===== config.mk =====
export PLATFORM = sky130hd
export DESIGN_NAME = spi_controller
export DESIGN_NICKNAME = d
export VERILOG_FILES = /design/src/rtl/spi_controller.sv
export SDC_FILE = /design/constraint.sdc
export NUM_CORES = 1
export LEC_CHECK = 0
export ABC_CLOCK_PERIOD_IN_PS = 2200
export CELL_PAD_IN_SITES_DETAIL_PLACEMENT = 2
export CELL_PAD_IN_SITES_GLOBAL_PLACEMENT = 2
export CORE_AREA = 5 5 121 66
export DETAILED_ROUTE_END_ITERATION = 10
export DIE_AREA = 0 0 126 71
export PLACE_DENSITY = 0.79
export SLEW_MARGIN = 30
export SYNTH_ARGS = -nofsm -noshare
export SYNTH_HDL_FRONTEND = slang
export SYNTH_SLANG_ARGS = --single-unit

===== constraint.sdc =====
create_clock -name clk -period 2.2 [get_ports clk]
set_clock_uncertainty 0.15 [all_clocks]
set_input_delay 0.44 -clock clk [delete_from_list [all_inputs] [get_ports clk]]
set_output_delay 0.44 -clock clk [all_outputs]
set_load 0.02 [all_outputs]

===== src/rtl/spi_controller.sv =====
// SPI mode-0 frame controller: sends one 16-bit {rw, addr[6:0], data[7:0]} frame MSB first.
// Optional capture of cipo on data bits 7..0 into rdata when SPI_CTRL_READBACK_EN is defined.
module spi_controller #(
    parameter int CLK_DIV  = 4,
    parameter int CS_SETUP = 2,
    parameter int CS_HOLD  = 2,
    parameter int CS_GAP   = 4
) (
    input  logic       clk,
    input  logic       rst,
    input  logic       start,
    input  logic       rw,
    input  logic [6:0] addr,
    input  logic [7:0] wdata,
`ifdef SPI_CTRL_READBACK_EN
    input  logic       cipo,
    output logic [7:0] rdata,
`endif
    output logic       busy,
    output logic       done,
    output logic       cs_n,
    output logic       sclk,
    output logic       copi
);

    localparam int CNT_W = 16;

    typedef enum logic [2:0] {IDLE, SETUP, SHIFT, HOLD, GAP} state_t;

    state_t            state_q, state_d;
    logic [CNT_W-1:0]  cnt_q, cnt_d;
    logic              ph_q, ph_d;
    logic [3:0]        bit_q, bit_d;
    logic [15:0]       shreg_q, shreg_d;
    logic              done_q, done_d;
    logic              cs_n_q, cs_n_d;
    logic              sclk_q, sclk_d;
    logic              copi_q, copi_d;
    logic              phase_end;
    logic              hi_end;

    assign phase_end = (cnt_q == CNT_W'(CLK_DIV - 1));
    assign hi_end    = (state_q == SHIFT) && ph_q && phase_end;

    always_comb begin
        state_d = state_q;
        cnt_d   = cnt_q + CNT_W'(1);
        ph_d    = ph_q;
        bit_d   = bit_q;
        shreg_d = shreg_q;
        done_d  = 1'b0;
        cs_n_d  = cs_n_q;
        sclk_d  = sclk_q;
        copi_d  = copi_q;
        case (state_q)
            IDLE: begin
                cnt_d  = '0;
                cs_n_d = 1'b1;
                sclk_d = 1'b0;
                copi_d = 1'b0;
                if (start) begin
                    shreg_d = {rw, addr, wdata};
                    state_d = SETUP;
                    cs_n_d  = 1'b0;
                    copi_d  = shreg_d[15];
                end
            end
            SETUP: begin
                if (cnt_q == CNT_W'(CS_SETUP - 1)) begin
                    cnt_d   = '0;
                    ph_d    = 1'b0;
                    state_d = SHIFT;
                end
            end
            SHIFT: begin
                copi_d = shreg_q[15];
                if (phase_end) begin
                    cnt_d = '0;
                    if (!ph_q) begin
                        ph_d   = 1'b1;
                        sclk_d = 1'b1;
                    end else begin
                        // Falling sclk and the next copi bit leave the flops together.
                        ph_d    = 1'b0;
                        sclk_d  = 1'b0;
                        shreg_d = {shreg_q[14:0], 1'b0};
                        bit_d   = bit_q + 4'd1;
                        copi_d  = shreg_d[15];
                        if (bit_q == 4'd15) begin
                            state_d = HOLD;
                            copi_d  = 1'b0;
                        end
                    end
                end
            end
            HOLD: begin
                copi_d = 1'b0;
                if (cnt_q == CNT_W'(CS_HOLD - 1)) begin
                    cnt_d   = '0;
                    state_d = GAP;
                    cs_n_d  = 1'b1;
                end
            end
            GAP: begin
                if (cnt_q == CNT_W'(CS_GAP - 1)) begin
                    cnt_d   = '0;
                    state_d = IDLE;
                    done_d  = 1'b1;
                end
            end
            default: begin
                state_d = IDLE;
                cnt_d   = '0;
            end
        endcase
    end

    always_ff @(posedge clk) begin
        if (rst) begin
            state_q <= IDLE;
            cnt_q   <= '0;
            ph_q    <= 1'b0;
            bit_q   <= '0;
            shreg_q <= '0;
            done_q  <= 1'b0;
            cs_n_q  <= 1'b1;
            sclk_q  <= 1'b0;
            copi_q  <= 1'b0;
        end else begin
            state_q <= state_d;
            cnt_q   <= cnt_d;
            ph_q    <= ph_d;
            bit_q   <= bit_d;
            shreg_q <= shreg_d;
            done_q  <= done_d;
            cs_n_q  <= cs_n_d;
            sclk_q  <= sclk_d;
            copi_q  <= copi_d;
        end
    end

    assign busy = (state_q != IDLE);
    assign done = done_q;
    assign cs_n = cs_n_q;
    assign sclk = sclk_q;
    assign copi = copi_q;

`ifdef SPI_CTRL_READBACK_EN
    logic       cipo_s1_q, cipo_s2_q;
    logic [7:0] shadow_q, shadow_d;
    logic [7:0] rdata_q, rdata_d;

    // Frame bits 7..0 are bit counter values 8..15, hence bit_q[3].
    always_comb begin
        shadow_d = shadow_q;
        rdata_d  = rdata_q;
        if (hi_end && bit_q[3]) shadow_d = {shadow_q[6:0], cipo_s2_q};
        if (done_d) rdata_d = shadow_q;
    end

    always_ff @(posedge clk) begin
        if (rst) begin
            cipo_s1_q <= 1'b0;
            cipo_s2_q <= 1'b0;
            shadow_q  <= '0;
            rdata_q   <= '0;
        end else begin
            cipo_s1_q <= cipo;
            cipo_s2_q <= cipo_s1_q;
            shadow_q  <= shadow_d;
            rdata_q   <= rdata_d;
        end
    end

    assign rdata = rdata_q;
`else
    logic unused_hi_end;
    assign unused_hi_end = hi_end;
`endif

endmodule


==> results of run 1 <==
-- Yosys cell counts, drive strengths merged --
cell type    number  area share (%)
o21ai             4            0.90
nor4              7             4.0
a21o              1            0.34
nor3b             3             1.2
xnor2             7             2.8
a311oi           15             5.9
dlygate4sd1       1            0.40
ha                3             1.7
or4               3             1.0
inv               7             1.2
a41oi             1            0.40
clkbuf            6             1.1
a22oi             1            0.56
a221o             1            0.51
nor3             19             4.3
mux2              1            0.51
nor2              7             1.2
o31ai             6             2.0
dfxtp            44              40
and2              1            0.34
buf              12             3.3
o32ai             1            0.40
and4              3             1.2
or2               1            0.28
nand4b            1            0.40
nand3             8             1.8
mux2i             1            0.45
a21oi            23             5.2
a41o              1            0.51
nor2b             2            0.56
a311o             1            0.45
nand2b            3            0.85
nor4b             1            0.40
a211oi            4             1.4
xor2              5             2.0
nand2            39             6.6
nand4             7             2.3
or3               6             1.8
-- area by class of cell --
type,instances,share of cell area [%]
tap,96,4.301
sequential,44,31.54
timing repair buffer,43,14.47
clock buffer,6,4.973
inverter,7,0.9409
multi-input combinational,187,43.41
clock inverter,2,0.3584
-- critical path, cell delays in order, from the launching register on --
cell      delay, ns
dfxtp_1        0.34
ha_1           0.23
nor3b_4        0.17
buf_4          0.15
a41oi_1        0.38
nor2_1         0.09
buf_4          0.21
a311oi_1       0.25
-- how the worst min path moves through the flow --
stage | startpoint | endpoint | slack (ns) | cells past startpoint
finish | shreg_q[13] | shreg_q[14] | 0.34 | 2
global route | shreg_q[3] | shreg_q[4] | 0.36 | 2
CTS | shreg_q[8] | shreg_q[9] | 0.35 | 2
floorplan | bit_q[3] | bit_q[3] | 0.30 | 2
global placement | bit_q[3] | bit_q[3] | 0.32 | 2
detailed placement | shreg_q[2] | shreg_q[3] | 0.33 | 2
-- logic make-up (layout without fill, tap and decap cells) --
kind of cell / count (synthesis) / after routing / share of synthesized area (%)
multiplexers: 2 / 2 / 0.9604
flip-flops: 44 / 44 / 39.77
buffers and inverters: 26 / 58 / 5.989
adder cells (fa/ha/maj): 3 / 3 / 1.695
XOR/XNOR: 12 / 12 / 4.746
AO/OA/AOI/OAI: 59 / 59 / 18.59
AND/OR/NAND/NOR: 111 / 111 / 28.25
-- timing repair --
item | CTS | global route
hold buffers | 0 | 0
endpoints found under the setup margin | 1 | 2
gates cloned | 0 | 0
resized for setup | 1 | 1
-- metal layers --
| layer | global-route usage [%] | vias up |
|---|---|---|
| met5 | 0 | - |
| met4 | 3.210 | 0 |
| met3 | 2.715 | 5 |
| met2 | 25.72 | 35 |
| met1 | 22.79 | 1074 |
| li1 | - | 1015 |
-- power by group --
group / switching, W / internal, W
combinational: 0.000138 / 0.000117
clock: 0.000319 / 0.000448
sequential: 0.0000249 / 0.000836
-- flip-flops by register name (all words and copies together), names as in the netlist --
signal and count:
bit_q 4, cnt_q 16, copi 1, cs_n 1
done 1, ph_q 1, sclk 1, shreg_q 16
state_q 3
-- placed cells by master, fill, tap and decap left out, drive strengths merged, types with 2 or more instances in the layout --
master         instances
o31ai                  6
nor4                   7
inv                    7
a211oi                 4
or4                    3
o21ai                  4
nand2                 39
a21oi                 23
nor3                  19
nor3b                  3
and4                   3
ha                     3
nor2b                  2
clkbuf                 6
clkinv                 2
dfxtp                 44
nand3                  8
or3                    6
nand4                  7
nand2b                 3
nor2                   7
clkdlybuf4s50         22
a311oi                15
xnor2                  7
buf                   20
xor2                   5
-- per-stage QoR --
step | hold WS (ns) | cell area, um2 | total power, W | std cells | util (%)
after floorplan | 0.3024 | 2215 | 0.001010 | 257 | -
after global placement | 0.3170 | 2639 | 0.001123 | 377 | 38.04
after detailed placement | 0.3317 | 2639 | 0.001136 | 377 | 38.04
after CTS | 0.3455 | 2786 | 0.001904 | 385 | 40.17
after global routing | 0.3613 | 2793 | 0.001956 | 385 | 40.26
final | 0.3402 | 2793 | 0.001882 | 385 | 40.26
==> run summary, run 1 <==
Status - complete, no violations
Startpoint Class - flip-flop
Worst setup EP type - flip-flop
Relative slew slack - 66.83%
TNS Setup - 0 ns
Met1 WL - 3523 um
CP Max Fanout - 16
Post-DP HPWL - 5196 um
Wire length per cell - 18.15 um
Post-synthesis sequential area ratio - 39.77%
Reg2Reg Depth - 7
Routed vias/inst - 5.530
Crit. Startpoint - cnt_q[0]
GRT overflow - 0
Final WS setup - 0.1175 ns
Max-slew violation count - 0
Root buffer cell - clkbuf_16
DR iter-0 viols - 76
Die height - 71 um
Flops & latches, synth - 44
Site Rows - 22
TritonCTS buffer count - 5
Static leakage - 0.9496 nW
Bufs on Longest Clock Path - 2
Top Metal Used - met4
First-pass GRT wire length - 11740 um
Post-synth cell types - 47
PwrDens - 674.0 nW/um2
GRT Util Overall - 16.02%
Fmax - 0.4802 GHz
Sequential cell area - 880.8 um2
Final hold vios - 0
IO Port Bufs - 23
Reg2reg start - cnt_q[0]
Fillers - 793
Antenna Cells - 0
RSZ-0062 raised after global routing - no
Clock Sinks - 44
Residual DRC - 0
Initial Utilization - 31.93%
Worst slack, placed - 0.03762 ns
Tightest Pin Transition - 0.4906 ns
Tmin final - 2.083 ns
Routed WL - 6986 um
DR vias - 2129
Synthesis Warnings - 0
Met2 WL post-DR - 3207 um
GP Congestion - 0.8386
Worst Setup EP - shreg_q[3]
Area Overhead vs Synth - 26.10%
Worst Path Class, Setup - reg -> reg
Clock transition at the registers of the reported paths - 0.06 ns
Total of max-cap violations - 0
Average size of a mapped cell - 8.617 um2
Nets - 310
Syn Nets - 279
Internal reg-to-reg setup slack - 0.12 ns
Initial antenna violation count - 0
Final period util - 94.66%
Critical Path AT - 2.12 ns
CORE AREA - 6937 um2
Die Wd - 126 um
Setup Viol. Count Final - 0
ANT nets after route - 0
Netlist Area Pre-Place - 2215 um2
CP required - 2.24 ns
Largest net degree at the start of global routing - 37
Peak supply drop - 0.2638 mV
Min-delay worst type - reg -> reg
Met3 Wirelength - 211 um
CTS tree - done
DRT Pass-1 Iters - 4
Share of cells above drive strength 1 - 14.53%
Area of the multi-input gates - 1212 um2
Vias in the first global route - 2308
Cells after Synth - 257
Htree depth - 2
Worst skew pair latency - 0.28 ns
Reg2reg end - shreg_q[3]
Post-CTS Setup Inserts - 0
I/O pins - 24
Die Footprint - 8946 um2
Note: power is estimated with default switching activity, not from simulation.
==> run 2, diff against run 1 <==
--- a/config.mk
+++ b/config.mk
@@ -11,6 +11,7 @@
 export CORE_AREA = 5 5 121 66
 export DETAILED_ROUTE_END_ITERATION = 10
 export DIE_AREA = 0 0 126 71
+export MAX_ROUTING_LAYER = met4
 export PLACE_DENSITY = 0.79
 export SLEW_MARGIN = 30
 export SYNTH_ARGS = -nofsm -noshare
==> run 2 against run 1 <==
Via count shrank 0.94%. Count of clock-buffer cells in the layout is the same. Die area is the same. Flip-flop and latch count is the same. Hold slack lost 0.00094 ns.
==> run summary, run 2 (synthesized netlist as in run 1, its figures left out) <==
Status - complete, no violations
Crit. Startpoint - cnt_q[0]
Routed vias/inst - 5.478
Final period util - 94.91%
Residual DRC - 0
Bufs on Longest Clock Path - 2
Die Footprint - 8946 um2
CORE AREA - 6937 um2
Initial Utilization - 31.93%
GRT overflow - 0
Max-slew violation count - 0
RSZ-0062 raised after global routing - no
Root buffer cell - clkbuf_16
Die Wd - 126 um
GP Congestion - 0.8516
Vias in the first global route - 2304
Critical Path AT - 2.15 ns
CP required - 2.27 ns
CTS tree - done
Worst Setup EP - bit_q[3]
Post-DP HPWL - 5196 um
Commonest cells after routing, fill and taps aside - dfxtp_1 (44), nand2_1 (39), a21oi_1 (23)
Fmax - 0.4789 GHz
GRT Util Overall - 16.57%
Internal reg-to-reg setup slack - 0.11 ns
Htree depth - 2
Reg2Reg Depth - 6
Nets - 310
Largest registers - cnt_q: 16 flops, shreg_q: 16 flops, bit_q: 4 flops
Initial antenna violation count - 0
Static leakage - 0.9496 nW
Site Rows - 22
CP Max Fanout - 10
Reg2reg end - bit_q[3]
Area Overhead vs Synth - 26.10%
Worst skew pair latency - 0.29 ns
Wire length per cell - 18.15 um
I/O pins - 24
Worst setup EP type - flip-flop
Post-cts hold buffer count - 0
Min Hold Slack - 0.3392 ns
Worst Path Class, Setup - reg -> reg
PwrDens - 674.8 nW/um2
Most common cell after layout, fill and taps aside - dfxtp_1
Setup Viol. Count Final - 0
Antenna Cells - 0
TNS Setup - 0 ns
DR iter-0 viols - 77
First-pass GRT wire length - 11760 um
Final core occ - 40.26%
Peak supply drop - 0.2644 mV
Clock transition at the registers of the reported paths - 0.06 ns
ANT nets after route - 0
Tmin final - 2.088 ns
Tightest Pin Transition - 0.4757 ns
Largest net degree at the start of global routing - 37
Min-delay worst type - reg -> reg
TritonCTS buffer count - 5
Startpoint Class - flip-flop
Post-CTS Setup Inserts - 0
IO Port Bufs - 23
Clock Sinks - 44
Reg2reg start - cnt_q[0]
Routed WL - 6989 um
DRT Pass-1 Iters - 4
DR vias - 2109
Total of max-cap violations - 0
Die height - 71 um
Share of cells above drive strength 1 - 14.53%
Relative slew slack - 67.84%
Final hold vios - 0
-- run 2: per-stage QoR --
step	std cells	power [W]	worst slack, ns	area, um2
2_1_floorplan	257	0.001010	0.2020	2215
3_3_place_gp	377	0.001123	0.1088	2639
4_1_cts	385	0.001904	0.06121	2786
5_1_grt	385	0.001957	0.001979	2793
3_5_place_dp	377	0.001136	0.03762	2639
6_report	385	0.001885	0.1120	2793
-- run 2: what timing repair did --
action                                  CTS  global route
gates cloned                              0             0
gates resized for setup                   1             1
endpoints found under the setup margin    1             2
-- run 2: per-layer routing --
metal  track usage (%)  share of wire, %
met3             2.564               2.6
met5                 -                 0
met2             25.84                45
met1             22.93                51
met4             3.210              0.73
-- run 2: final cells by class --
class                   instances  area (um2)
flip-flops and latches         44       880.8
clock buffers                   6       138.9
fillers                       793        4144
clock inverters                 2       10.01
inverters                       7       26.28
well taps                      96       120.1
multi-input cells             187        1212
repair buffers                 43       404.1
-- run 2: worst min-delay path by stage --
stage,from,end,cells after the start
finish,shreg_q[13],shreg_q[14],2
floorplan,bit_q[3],bit_q[3],2
global route,shreg_q[3],shreg_q[4],2
global placement,bit_q[3],bit_q[3],2
CTS,shreg_q[8],shreg_q[9],2
detailed placement,shreg_q[2],shreg_q[3],2
-- run 2: report_power, final --
| group | leakage [nW] | internal (W) | switching (W) |
|---|---|---|---|
| clock network | 0.0766 | 0.000448 | 0.000321 |
| logic | 0.514 | 0.000117 | 0.000138 |
| registers | 0.359 | 0.000836 | 0.0000250 |
| total | 0.950 | 0.00140 | 0.000484 |
-- run 2: critical path: stages (launching register included) --
cell,delay (ns)
dfxtp_1,0.39
ha_1,0.21
nor3b_4,0.24
nand4_2,0.15
buf_4,0.21
or4_1,0.51
a21oi_1,0.16
